### src/rtl/fetch.sv
// Instruction fetch stage: walks the PC against a 1-cycle-latency instruction memory,
// buffers responses in a 2-entry queue and hands the head to the select stage.
module fetch #(
    parameter logic [15:0] RESET_PC = 16'h0000,
    parameter logic [3:0]  HALT_OP  = 4'hF
) (
    input  logic        clk,
    input  logic        rst,
    input  logic        stall,
    input  logic        branch_en,
    input  logic [15:0] branch_target,
    output logic        imem_en,
    output logic [15:0] imem_addr,
    input  logic [15:0] imem_data,
    output logic [15:0] ins,
    output logic [15:0] ins_pc,
    output logic        halted
);

    typedef struct packed {
        logic [15:0] pc;
        logic [15:0] instr;
    } entry_t;

    entry_t      q [2];
    logic        head;
    logic [1:0]  count;
    logic [15:0] pc;
    logic        inflight;
    logic [15:0] inflight_pc;
    logic        drop;
    logic        stop;

    entry_t      head_e;
    logic        valid_out;
    logic        pop;
    logic        fill;
    logic        wr_idx;
    logic [1:0]  occupancy;

    always_comb begin
        head_e    = q[head];
        valid_out = (count != 2'd0) && !branch_en && !halted;
        ins       = valid_out ? head_e.instr : 16'h0000;
        ins_pc    = valid_out ? head_e.pc : 16'h0000;
        pop       = valid_out && !stall;
        // A response is useless once a redirect flushed it or a HALT was already queued.
        fill      = inflight && !drop && !stop && !branch_en;
        wr_idx    = head ^ count[0];
        // Queue entries plus the outstanding request never exceed two, so 2 bits suffice.
        occupancy = count + {1'b0, inflight} - {1'b0, pop};
        imem_en   = !rst && !stop && !halted && !branch_en && (occupancy < 2'd2);
        imem_addr = pc;
    end

    always_ff @(posedge clk) begin
        if (rst) begin
            pc          <= RESET_PC;
            head        <= 1'b0;
            count       <= 2'd0;
            inflight    <= 1'b0;
            inflight_pc <= 16'h0000;
            drop        <= 1'b0;
            stop        <= 1'b0;
            halted      <= 1'b0;
        end else if (branch_en) begin
            pc       <= branch_target;
            head     <= 1'b0;
            count    <= 2'd0;
            inflight <= 1'b0;
            drop     <= inflight;
            stop     <= 1'b0;
        end else begin
            // NOTE: all state updates here are non-blocking so every comb signal above
            // (pop, fill, imem_en) is evaluated against the same pre-edge state.
            drop     <= 1'b0;
            inflight <= imem_en;
            if (imem_en) begin
                pc          <= pc + 16'd1;
                inflight_pc <= pc;
            end
            case ({fill, pop})
                2'b10:   count <= count + 2'd1;
                2'b01:   count <= count - 2'd1;
                default: count <= count;
            endcase
            if (pop) begin
                head <= ~head;
                if (head_e.instr[15:12] == HALT_OP)
                    halted <= 1'b1;
            end
            if (fill && (imem_data[15:12] == HALT_OP))
                stop <= 1'b1;
        end
    end

    // NOTE: queue payload is not reset; count gates every read, so stale contents are never seen.
    always_ff @(posedge clk) begin
        if (fill)
            q[wr_idx] <= '{pc: inflight_pc, instr: imem_data};
    end

endmodule

### config.mk
export PLATFORM = sky130hd
export DESIGN_NAME = fetch
export DESIGN_NICKNAME = d
export VERILOG_FILES = /design/src/rtl/fetch.sv
export SDC_FILE = /design/constraint.sdc
export NUM_CORES = 1
export LEC_CHECK = 0
export CORE_UTILIZATION = 36
export CTS_BUF_LIST = sky130_fd_sc_hd__clkbuf_8 sky130_fd_sc_hd__clkbuf_16
export DETAILED_ROUTE_END_ITERATION = 7
export PLACE_DENSITY_LB_ADDON = 0.12
export REMOVE_ABC_BUFFERS = 1
export SYNTH_ARGS = -nofsm -noshare
export SYNTH_HDL_FRONTEND = slang
export SYNTH_SLANG_ARGS = --single-unit
### constraint.sdc
create_clock -name clk -period 5.04 [get_ports clk]
set_input_delay 1.512 -clock clk [delete_from_list [all_inputs] [get_ports clk]]
set_output_delay 1.512 -clock clk [all_outputs]
set_load 0.03 [all_outputs]
# Yosys cells after proc, flatten, opt, wreduce, memory -nomap -nowiden
# Memory sizes are Yosys's and may differ from the RTL's. A register that Yosys moved wholly into a read port is not among the register bits.
# Index checks and enable logic that the tools add are counted.
# totals
regBits	39
mem_bits_rw	64
inputBits	36
elab_cells	55
n_memories	1
# memory_table
name	words	width	rd	rd_ports_with_merged_regs	wr	line	text
q	2	32	1	1	1	25	entry_t q [2];
# op_classes
addsub	5
n_lt_le_gt_ge	1
n_eq_ne	4
n_mux	9
bitwise_logic	3
n_reduce_logical	24
# ops
op	n
2-to-1 mux 16 bit	4
adder 16 x 1 -> 16 bit, second input constant	1
logical AND 1 bit	11
equality test 4 bit, second input constant	2
zero test 1 bit	6
nonzero test 2 bit	3
2-to-1 mux 1 bit	4
one-hot mux 2 bit (2 select lines)	1
OR reduction 2 bit	2
AND reduction 3 bit	1
adder 2 x 1 -> 2 bit	1
adder 2 x 1 -> 2 bit, second input constant	1
equality test 2 x 1 -> 1 bit, second input constant	1
equality test 2 bit, second input constant	1
< comparator 2 bit, second input constant	1
inverter 1 bit	2
AND reduction 2 bit	1
subtractor 2 x 1 -> 2 bit	1
subtractor 2 x 1 -> 2 bit, second input constant	1
bitwise XOR 1 bit	1

# Depth between registers and ports, before layout
# logic_depth
ltp_word	9
mapped_depth	8
depth_no_buf	5

# Worst setup path before layout
# OpenSTA, ideal clock, no wires.
# synth_timing
path_type	input-to-output
from	input stall
to	output imem_en
arrival_ns	2.499
t_required_ns	3.528
setup_slack_ns	1.029
stages	4
cell_sequence	o32a_4 -> nor4_2 -> buf_4 -> buf_6
# synth_between
elab_chain_len	5
# synth_rtl
item	line	text
start: declaration	9	input logic stall,
zero test 1 bit	46	pop = valid_out && !stall;
logical AND 1 bit	46	
subtractor 2 x 1 -> 2 bit	51	occupancy = count + {1'b0, inflight} - {1'b0, pop};
< comparator 2 bit	52	imem_en = !rst && !stop && !halted && !branch_en && (occupancy < 2'd2);
logical AND 1 bit	52	
end: declaration	12	output logic imem_en,
# Every way passes these cells.

# Worst setup path after layout
# layout_timing
from	input branch_en
to	output ins_pc[13]
# layout_between
elab_chain_len	4
# layout_rtl
item	line	text
start: declaration	10	input logic branch_en,
zero test 1 bit	43	valid_out = (count != 2'd0) && !branch_en && !halted;
logical AND 1 bit (2 in a row)	43	
2-to-1 mux 16 bit	45	ins_pc = valid_out ? head_e.pc : 16'h0000;
end: declaration	16	output logic [15:0] ins_pc,
# Every way passes these cells.

==> flow_summary.toml <==
[sta]
finalSetupViolCount = 0
slew_headroom = 0.270
post-route-min-period_ns = 4.64
finalHoldViolCount = 0
finalMaxSlewViolations = 0
skew_ns = 0.00309
rsz0062_at_grt = "no"
worst_slew_pin_slew_ns = 1.09
clock.fmax_ghz = 0.216
period_share = 0.921

[clock_tree]
clockBufferDepth = 2
cts_resized = 0
numCtsBuffers = 9
htreeDepth = 3
cts-root-buf = "clkbuf_16"
clkLatencyLatePin_ns = 0.33
post_cts_buffers = 0
cts_sinks = 104
ctsHoldBuffers = 0
path_clk_slew_ns = 0.06
cts_tree = "yes"

[setup_path]
r2r_slack_ns = 2.86
path_common_cell = "nor2_1"
cp.buffers_inverters = 2
cpLargestDelayFamily = "buffers and inverters"
crit_chain = "clkdlybuf4s50_1 -> nor2_1 -> o21ai_4 -> nor2_1 -> buf_12"
cp.arrival_ns = 3.13
endpoint_kind = "output pin"
crit_type = "input port to output pin"
slowest_stage = "clkdlybuf4s50_1"
critPathMaxStageDelay_ns = 0.60
critPathRequiredTime_ns = 3.53
start_kind = "input port"
cp_max_fo = 34

[cells_and_area]
diodes = 0
nNetsFinal = 461
drive_above_1_share = 0.149
fin_util = 0.477
syn2layout_area_growth_pct = 27.5
fin_area_um2 = 5520

[route]
vias = 2830
wl_per_cell_um = 15.7
firstDrtPassIters = 6
drtIter0Drc = 123
ant_nets = 0
wl_um = 8980
vias_per_cell = 4.95
drcViolationCount = 5

[placed_design]
dp_hpwl_um = 5770
io_buffers = 85
place_area_um2 = 5250
gp_congestion = 0.734

[min_path]
hp-class = "register to register"

[global_route]
grt.met2_usage = 0.243
gr-total-overflow = 0
grt_max_degree = 41
grt_use_met3 = 0.0261
groute.usage.overall = 0.151
grt_pass1_vias = 2810
antenna_found_initial = 0
grt_pass1_wl_um = 14400
busiest_layer = "met2"
grtUsageMet1 = 0.196

[run_status]
violations = "DRC"
status = "complete, but fails checks"

[floorplanning]
initial_core_util = 0.374
die_x_um = 112
design.die.area_um2 = 12500
die_h_um = 112
num_rows = 39
io_pins = 86
core_um2 = 11600

[job]
maxCapViolCount = 0

[pwr]
p_leak_nw = 1.90
ir_drop_v = 0.000132
cellPowerDensity_nw_per_um2 = 310

[synthesis]
netlist-cell-type-count = 39
synth_area_um2 = 4330
ys_seq_elements = 104
ys_seq_area_frac = 0.629
ys_warn_count = 0
synthCells = 345
synth.avg_cell_area_um2 = 12.6
==> through the flow <==
step	std cells	setup WS (ns)	total power, W	hold slack, ns	setup TNS (ns)
global placement	556	0.317	0.00111	0.435	0
finish	572	0.400	0.00171	0.457	0
global route	572	0.186	0.00178	0.468	0
floorplan	323	-0.254	0.00103	0.425	-0.254
detailed placement	556	0.360	0.00111	0.440	0
CTS	572	0.336	0.00174	0.461	0
==> flip-flops by register name (all words and copies together), names as in the netlist, named ones only <==
| name | count |
|---|---|
| imem_addr | 16 |
| head | 1 |
| inflight_pc | 16 |
| drop | 1 |
| halted | 1 |
| q | 64 |
| count | 2 |
| inflight | 1 |
| stop | 1 |
==> report_power, final <==
part,switching [W],internal (W)
registers,0.0000223,0.000924
logic,0.0000744,0.0000688
clock network,0.000280,0.000341
==> final cells by class <==
class | count | area [um^2]
fillers | 1087 | 6040
inverters | 4 | 15.0
multi-input cells | 215 | 1520
well taps | 143 | 179
flip-flops and latches | 104 | 2720
repair buffers | 90 | 818
clock inverters | 6 | 28.8
clock buffers | 10 | 239
==> Yosys cell counts <==
| library cell | count | area, um^2 |
|---|---|---|
| nor4_1 | 6 | 37.5 |
| a21oi_1 | 6 | 30.0 |
| buf_6 | 2 | 22.5 |
| a21boi_0 | 1 | 7.51 |
| clkbuf_1 | 16 | 60.1 |
| buf_2 | 3 | 15.0 |
| nor4_2 | 4 | 50.1 |
| dfxtp_1 | 40 | 801 |
| and2_1 | 3 | 18.8 |
| o21ai_0 | 1 | 5.00 |
| or4b_2 | 1 | 10.0 |
| nand4_1 | 1 | 6.26 |
| o311ai_0 | 1 | 8.76 |
| nor2_1 | 67 | 251 |
| o21ai_1 | 2 | 10.0 |
| nor3_1 | 10 | 50.1 |
| nand3_1 | 10 | 50.1 |
| edfxtp_1 | 64 | 1920 |
| and3b_1 | 1 | 8.76 |
| o32a_4 | 1 | 22.5 |
| a211oi_2 | 1 | 12.5 |
| and3_1 | 2 | 12.5 |
| nand2_1 | 5 | 18.8 |
| and4_1 | 3 | 26.3 |
| a211oi_1 | 11 | 82.6 |
| o41ai_1 | 1 | 8.76 |
| ha_1 | 1 | 12.5 |
| nor4_4 | 1 | 21.3 |
| xnor2_1 | 18 | 158 |
| or2_2 | 1 | 6.26 |
| a311oi_1 | 1 | 8.76 |
| a21o_1 | 1 | 7.51 |
| nand2b_1 | 1 | 6.26 |
| mux2i_1 | 48 | 480 |
| inv_1 | 4 | 15.0 |
| o41ai_4 | 1 | 27.5 |
| nor4b_1 | 1 | 8.76 |
| buf_4 | 1 | 7.51 |
| o21bai_1 | 3 | 22.5 |
==> routing by layer <==
metal / vias to the layer above / part of all wire
met2: 65 / 0.46
met1: 1338 / 0.48
met4: 0 / 0.021
met3: 12 / 0.035
li1: 1415 / -
met5: - / 0
==> placed cells by master, fill, tap and decap left out, types with 5 or more instances in the layout <==
cell type and instances:
nor2_1 66, edfxtp_1 64, clkdlybuf4s50_1 52, mux2i_1 48, dfxtp_1 39, buf_4 37, xnor2_1 18, a211oi_1 11
nor3_1 10, nand3_1 10, clkbuf_16 9, inv_1 7, a21oi_1 6, nor4_1 6, nand2_1 5
==> kinds of logic (layout without fill, tap and decap cells) <==
| logic type | count (synthesis) | after routing | synth area share |
|---|---|---|---|
| simple gates | 117 | 117 | 0.135 |
| flops | 104 | 104 | 0.629 |
| mux | 48 | 48 | 0.111 |
| compound gates | 31 | 31 | 0.0587 |
| buf+inv | 26 | 110 | 0.0277 |
| xor+xnor | 18 | 18 | 0.0364 |
| fa+ha+maj | 1 | 1 | 0.00289 |
==> path summary, 6_finish.rpt <==
kind / cells after the start / from / end
max: 5 / branch_en / ins_pc[13]
max reg2reg: 3 / inflight / q[1][20]
min reg2reg: 0 / inflight_pc[7] / q[1][23]
min: 0 / inflight_pc[7] / q[1][23]
Note: power is estimated with default switching activity, not from simulation.
